===== src/rtl/id_ex_fwd_reg.sv =====
// ID/EX pipeline register with registered operand-forwarding selects.
// Captures the decoded operands, computes the EX operand-mux selects one
// cycle ahead so they arrive together with the data they steer, and
// inserts an EX bubble on a load-use hazard.
module id_ex_fwd_reg #(
  parameter int DW = 32,
  parameter int RW = 5
) (
  input  logic          clk,
  input  logic          rst,
  input  logic          stall,
  input  logic          flush,
  input  logic          id_valid,
  input  logic [RW-1:0] id_rs1,
  input  logic [RW-1:0] id_rs2,
  input  logic          id_use_rs1,
  input  logic          id_use_rs2,
  input  logic [DW-1:0] id_rs1_data,
  input  logic [DW-1:0] id_rs2_data,
  input  logic [DW-1:0] id_imm,
  input  logic          id_alusrc_b,
  input  logic [RW-1:0] id_rd,
  input  logic          id_regwrite,
  input  logic          id_memtoreg,
  input  logic          mem_valid,
  input  logic [RW-1:0] mem_rd,
  input  logic          mem_regwrite,
  output logic          ex_valid,
  output logic [DW-1:0] ex_rs1_data,
  output logic [DW-1:0] ex_rs2_data,
  output logic [DW-1:0] ex_imm,
  output logic [RW-1:0] ex_rd,
  output logic          ex_regwrite,
  output logic          ex_memtoreg,
  output logic [1:0]    ex_fwd_a,
  output logic [1:0]    ex_fwd_b,
  output logic          load_use_hazard
);

  localparam logic [1:0] SEL_REG = 2'b00;
  localparam logic [1:0] SEL_EXM = 2'b01;
  localparam logic [1:0] SEL_MWB = 2'b10;
  localparam logic [1:0] SEL_IMM = 2'b11;

  logic          r_valid;
  logic [DW-1:0] r_rs1_data;
  logic [DW-1:0] r_rs2_data;
  logic [DW-1:0] r_imm;
  logic [RW-1:0] r_rd;
  logic          r_regwrite;
  logic          r_memtoreg;
  logic [1:0]    r_fwd_a;
  logic [1:0]    r_fwd_b;

  logic          w_hazard;
  logic [1:0]    w_fwd_a_next;
  logic [1:0]    w_fwd_b_next;
  logic          w_load_bubble;
  logic          w_capture;

  // A producer matches a source only if it really writes a non-x0 register.
  function automatic logic prod_hit(input logic v, input logic we,
                                    input logic [RW-1:0] rd,
                                    input logic [RW-1:0] r);
    return v & we & (rd != '0) & (rd == r);
  endfunction

  // Nearest producer wins: the instruction now in EX (entering MEM) beats
  // the one in EX/MEM (entering WB). WB itself is covered by the
  // write-through register file.
  function automatic logic [1:0] fwd_sel(input logic [RW-1:0] r,
                                         input logic e_v, input logic e_we,
                                         input logic [RW-1:0] e_rd,
                                         input logic m_v, input logic m_we,
                                         input logic [RW-1:0] m_rd);
    if (prod_hit(e_v, e_we, e_rd, r))      return SEL_EXM;
    else if (prod_hit(m_v, m_we, m_rd, r)) return SEL_MWB;
    else                                   return SEL_REG;
  endfunction

  // Load-use hazard and next-cycle forwarding selects from the ID operands.
  always_comb begin
    w_hazard = id_valid & r_valid & r_memtoreg & (r_rd != '0) &
               ((id_use_rs1 & (r_rd == id_rs1)) |
                (id_use_rs2 & (r_rd == id_rs2)));
    w_fwd_a_next = fwd_sel(id_rs1, r_valid, r_regwrite, r_rd,
                           mem_valid, mem_regwrite, mem_rd);
    w_fwd_b_next = id_alusrc_b ? SEL_IMM :
                   fwd_sel(id_rs2, r_valid, r_regwrite, r_rd,
                           mem_valid, mem_regwrite, mem_rd);
    // flush beats stall; stall beats the hazard; an empty ID slot is a bubble
    w_load_bubble = flush | (~stall & (w_hazard | ~id_valid));
    w_capture     = ~flush & ~stall & ~w_hazard & id_valid;
  end

  // EX stage register: bubble, hold, or capture the ID instruction.
  always_ff @(posedge clk or negedge rst) begin
    if (!rst) begin
      r_valid    <= 1'b0;
      r_rs1_data <= '0;
      r_rs2_data <= '0;
      r_imm      <= '0;
      r_rd       <= '0;
      r_regwrite <= 1'b0;
      r_memtoreg <= 1'b0;
      r_fwd_a    <= SEL_REG;
      r_fwd_b    <= SEL_REG;
    end else if (w_load_bubble) begin
      r_valid    <= 1'b0;
      r_rs1_data <= '0;
      r_rs2_data <= '0;
      r_imm      <= '0;
      r_rd       <= '0;
      r_regwrite <= 1'b0;
      r_memtoreg <= 1'b0;
      r_fwd_a    <= SEL_REG;
      r_fwd_b    <= SEL_REG;
    end else if (w_capture) begin
      r_valid    <= 1'b1;
      r_rs1_data <= id_rs1_data;
      r_rs2_data <= id_rs2_data;
      r_imm      <= id_imm;
      r_rd       <= id_rd;
      r_regwrite <= id_regwrite;
      r_memtoreg <= id_memtoreg;
      r_fwd_a    <= w_fwd_a_next;
      r_fwd_b    <= w_fwd_b_next;
    end
  end

  assign ex_valid        = r_valid;
  assign ex_rs1_data     = r_rs1_data;
  assign ex_rs2_data     = r_rs2_data;
  assign ex_imm          = r_imm;
  assign ex_rd           = r_rd;
  assign ex_regwrite     = r_regwrite;
  assign ex_memtoreg     = r_memtoreg;
  assign ex_fwd_a        = r_fwd_a;
  assign ex_fwd_b        = r_fwd_b;
  assign load_use_hazard = w_hazard;

endmodule


===== config.mk =====
export PLATFORM = sky130hd
export DESIGN_NAME = id_ex_fwd_reg
export DESIGN_NICKNAME = d
export VERILOG_FILES = /design/src/rtl/id_ex_fwd_reg.sv
export SDC_FILE = /design/constraint.sdc
export NUM_CORES = 1
export LEC_CHECK = 0
export ABC_AREA = 1
export BUFFER_PORTS_ARGS = -buffer_cell sky130_fd_sc_hd__buf_2
export CORE_UTILIZATION = 30
export CTS_BUF_LIST = sky130_fd_sc_hd__clkbuf_4 sky130_fd_sc_hd__clkbuf_8
export DETAILED_ROUTE_END_ITERATION = 10
export GPL_TIMING_DRIVEN = 0
export PLACE_DENSITY = 0.63
export SETUP_SLACK_MARGIN = 0.1
export SYNTH_ARGS = -nofsm -noshare
export SYNTH_HDL_FRONTEND = slang
export SYNTH_SLANG_ARGS = --single-unit

===== constraint.sdc =====
create_clock -name clk -period 2.1 [get_ports clk]
set_input_delay 0.315 -clock clk [delete_from_list [all_inputs] [get_ports clk]]
set_output_delay 0.315 -clock clk [all_outputs]
set_load 0.05 [all_outputs]

; ---- Yosys cells after proc, flatten, opt, wreduce, memory -nomap -nowiden
; Index checks and enable logic that the tools add are counted.
[totals]
regBits = 108
latch_bits = 0
mem_bits_rw = 0
romBits = 0
output_inout_bits = 109
wordCells = 64
memories = 0
[op_classes]
n_addsub = 0
mul = 0
div_mod_pow = 0
order_cmp = 0
eq_ne = 4
shift = 0
n_mux = 23
n_bitwise = 25
reduce_logical = 3
[op_table]
columns = cell, count
row1 = 2-to-1 mux 32 bit, 6
row2 = == test 5 bit, 4
row3 = AND 1 bit, 18
row4 = 2-to-1 mux 2 bit, 9
row5 = 2-to-1 mux 5 bit, 2
row6 = nonzero test 5 bit, 2
row7 = 2-to-1 mux 1 bit, 6
row8 = inverter 1 bit, 4
row9 = bitwise OR 1 bit, 3
row10 = nonzero test 2 bit, 1

; ---- Depth between registers and ports, before layout
[logic_depth]
depth_word = 9
mapped_depth = 11

; ---- Worst setup path before layout
; Ideal clock, no wire load.
[synth_timing]
path_type = reg2out
startpoint = register r_rd[0] (netlist: ex_rd[0])
endpoint = output load_use_hazard
t_arrival_ns = 1.731
slack_ns = 0.054
stages_incl_launch_ff = 10
cell_sequence = dfrtp_1 > inv_2 > nand2_1 > o21ai_0 > nor2_1 > nand4_1 > nand2_1 > nand2_2 > buf_2 > inv_1
[synth_via]
elab_chain_len = 4
word_cells_on_any_way = 8
[synth_rtl]
columns = element, line_no
row1 = start: declaration, 49  ; logic [RW-1:0] r_rd;
row2 = start signal: assignment, 123  ; r_rd <= id_rd;
row3 = == test 5 bit (on tied branches), "84, 85"
row4 = AND 1 bit (on tied branches), "84, 85"
row5 = bitwise OR 1 bit, 84  ; ((id_use_rs1 & (r_rd == id_rs1)) |
row6 = AND 1 bit *, 83  ; w_hazard = id_valid & r_valid & r_memtoreg & (r_rd != '0) &
row7 = end: declaration, 37  ; output logic load_use_hazard
; Mark *: on every way between the ends. The rest lies on a longest branch, timed or not.

; ---- Worst setup path in the final report
[layout_timing]
startpoint = register r_rd[1] (netlist: ex_rd[1])
endpoint = output load_use_hazard
; The elaborated chain is that of the path after synthesis.

==> out/results.ini <==
[run_status]
status = finished, final reports clean

[floorplanning]
fp.dieArea_um2 = 15980
io-pin-count = 237
floorplan.initialDensity_pct = 30.67
die_w_um = 126.4
die_height_um = 126.4
placementRows = 45
floorplan.core_area_um2 = 15150

[finish]
final_cell_area_um2 = 6464
finalCoreUtilization_pct = 42.68
fin_cells = 1016
layout-area-overhead-vs-synth_pct = 39.17
num-fill-cells = 1561
mostFrequentLayoutCell = nand2_1
layout_common_cells = nand2_1, buf_2, nand3_1
net_count_final = 951
diodes = 0
final_layout_size_suffix_gt1_share_pct = 36.59

[critical_path]
worstPathCellList = nand2_2 > o21ai_2 > nor2_2 > nand4_1 > nand2_1 > nand2_4 > buf_8 > inv_4 > buf_8
cpPeakStageDelay_ns = 0.46
crit_arrival_ns = 1.69
worst-path-max-fanout = 6
critical-path-top-delay-family = simple AND/OR/NAND/NOR gates
path_buf_inv = 3
criticalPathCategory = reg2out
critical_path_required_ns = 1.78
timing.critical_path.slowest_stage_cell = dfrtp_2
worst_r2r_startpoint = ex_rd[0]
setup.reg_to_reg.worst_slack_ns = 0.15
timing.critical_path.from_type = register
endpoint_of_the_most_critical_register_to_register_path = ex_fwd_a[1]
path_common_cell = buf_8
endpoint_kind = primary output
r2r_cells = 15

[logic_synthesis]
postSynthCellCount = 561
post-synth-top-area-cell = dfrtp_1
syn_area_um2 = 4644
synth.top_cells.by_area = dfrtp_1, nand2_1, nand3_1
yosys.cell_types.count = 15
synth.yosys.seq_area_share_pct = 58.19
synth_nets = 689
postSynthRegisterBits = 108
synth_top_area_share_pct = 58.19
post_synth.cell_area_avg_um2 = 8.279
ys_warn_count = 0

[timing]
setup_repair_after_global_routing_missed_its_margin = true
timing.clock.skew_ns = 0.01586
worst_slew_margin_rel_pct = 41.12
timing.final.ws_setup_ns = 0.09466
maxClockFrequency_mhz = 498.7
post-route-min-period_ns = 2.005
report.final.hold_viol_count = 0
report.final.slew_viol_count = 0
layout_worst_path_cycle_share_pct = 95.49
worst_pin_slew_ns = 0.8800
fin_hold_ws_ns = 0.1513
finalSetupViolCount = 0

[grt]
grt.overflow.total = 0
largest_net_degree_at_the_start_of_global_routing = 67
grt_pass1_wl_um = 22780
grt_antenna_before_repair = 0
via_count_of_the_first_global_routing_pass = 4526
grtUsageTotal_pct = 18.35

[clock_tree]
clock_tree.root_cell = clkbuf_8
cts.sinks = 108
clock_insertion_delay_worst_skew_ns = 0.38
cts.path.max_buffers = 2
cts_made_buffers = 9
clkTransAtPathRegs_ns = 0.11
tritoncts = done
cts_max_level = 3

[place]
placed_cell_area_um2 = 6100
buffer_ports.inserted = 236
preCtsSetupSlack_ns = -0.06323
placed_cells_incl_taps = 986
place_hpwl_um = 10370
routabilityCongestion = 0.7681

[flow_run]
timing.max_cap.violations = 0

[min_path]
hold_path_depth = 3
holdPathEnd = ex_rs1_data[20]
holdCritStartpoint = id_rs1_data[20]
holdCritPathClass = in2reg

[detailed_routing]
drt_first_pass_iters = 4
final_antenna_net_count = 0
drcViolationCount = 0
detail_route.vias_per_cell = 4.533
detailedRoute.firstIterationViolations = 197
vias_after_detailed_routing = 4606
post_drt_wl_per_cell_um = 14.22
routed_wl_um = 14450

[power]
static-leakage-power_nw = 3.997
max-vdd-ir-drop_mv = 0.2972
power.density_cell_area_nw_per_um2 = 657.0

[Yosys cell counts]
master    count
buf_1         1
buf_2        14
buf_6         2
clkbuf_1     16
dfrtp_1     108
inv_1        17
inv_2         4
nand2_1     253
nand2_2       1
nand3_1     113
nand4_1       5
nor2_1       15
o21ai_0       2
xnor2_1       8
xor2_1        2
[how the worst max path moves through the flow]
stage	from	to	slack, ns	cells after the start
global placement	rst	ex_rd[3]	-0.87	1
finish	ex_rd[1]	load_use_hazard	0.09	9
global route	ex_rd[1]	load_use_hazard	-0.01	9
CTS	ex_rd[0]	load_use_hazard	0.07	9
detailed placement	flush	ex_rs2_data[0]	-0.06	6
floorplan	ex_rd[4]	load_use_hazard	0.14	6
[stage by stage]
| stage | power [mW] | setup TNS (ns) |
|---|---|---|
| after floorplan | 2.678 | 0 |
| after global routing | 4.450 | -0.01320 |
| after detailed placement | 3.000 | -0.4828 |
| final | 4.247 | 0 |
| after global placement | 2.987 | -71.26 |
| after CTS | 4.290 | 0 |
[area by class of cell]
type | count | area (um^2) | area share (%)
clock inverter | 4 | 31.28 | 0.4839
buffer | 33 | 166.4 | 2.575
clock buffer | 12 | 158.9 | 2.458
timing repair buffer | 251 | 1333 | 20.62
inverter | 21 | 81.33 | 1.258
tap | 188 | 235.2 | 3.639
multi-input combinational | 399 | 1749 | 27.06
sequential | 108 | 2709 | 41.91
[tightest hold or removal path, delay by kind of cell]
family | cells | cell delay [ns]
and+or+nand+nor | 2 | 0.11
buffers and inverters | 1 | 0.08
[metal layers]
| layer | track usage (%) | up-vias | wire length, um |
|---|---|---|---|
| met4 | 7.512 | 0 | 283 |
| li1 | - | 2296 | - |
| met5 | 0 | - | 0 |
| met3 | 3.838 | 21 | 869 |
| met2 | 29.83 | 167 | 6827 |
| met1 | 23.85 | 2122 | 6465 |
[cells by family after synthesis]
logic type                count (synthesis)  synth area share, %
xor gates and xnor gates                 10                1.886
buffers and inverters                    54                5.065
DFF                                     108                58.19
and+or+nand+nor                         387                34.64
AOI/OAI and AO/OA                         2               0.2155
[sequential cells by signal, indices dropped and copies added, names as in the netlist]
name	cells
ex_rd	5
ex_regwrite	1
ex_rs1_data	32
ex_fwd_b	2
ex_rs2_data	32
ex_memtoreg	1
ex_fwd_a	2
ex_imm	32
ex_valid	1
[where the power goes]
| group | total, mW | internal [mW] | switching (mW) |
|---|---|---|---|
| Clock | 1.26 | 0.521 | 0.742 |
| Combinational | 0.783 | 0.236 | 0.547 |
| Sequential | 2.20 | 2.16 | 0.0457 |
[timing repair]
| action | CTS | global route |
|---|---|---|
| setup buffers | 10 | 3 |
| hold buffers | 1 | 0 |
| setup endpoints to repair | 1 | 2 |
| gates resized for setup | 14 | 8 |
| pin swaps | 5 | 7 |
| hold endpoints to repair | 42 | 0 |
No activity file was read; power rests on OpenSTA's default activity.
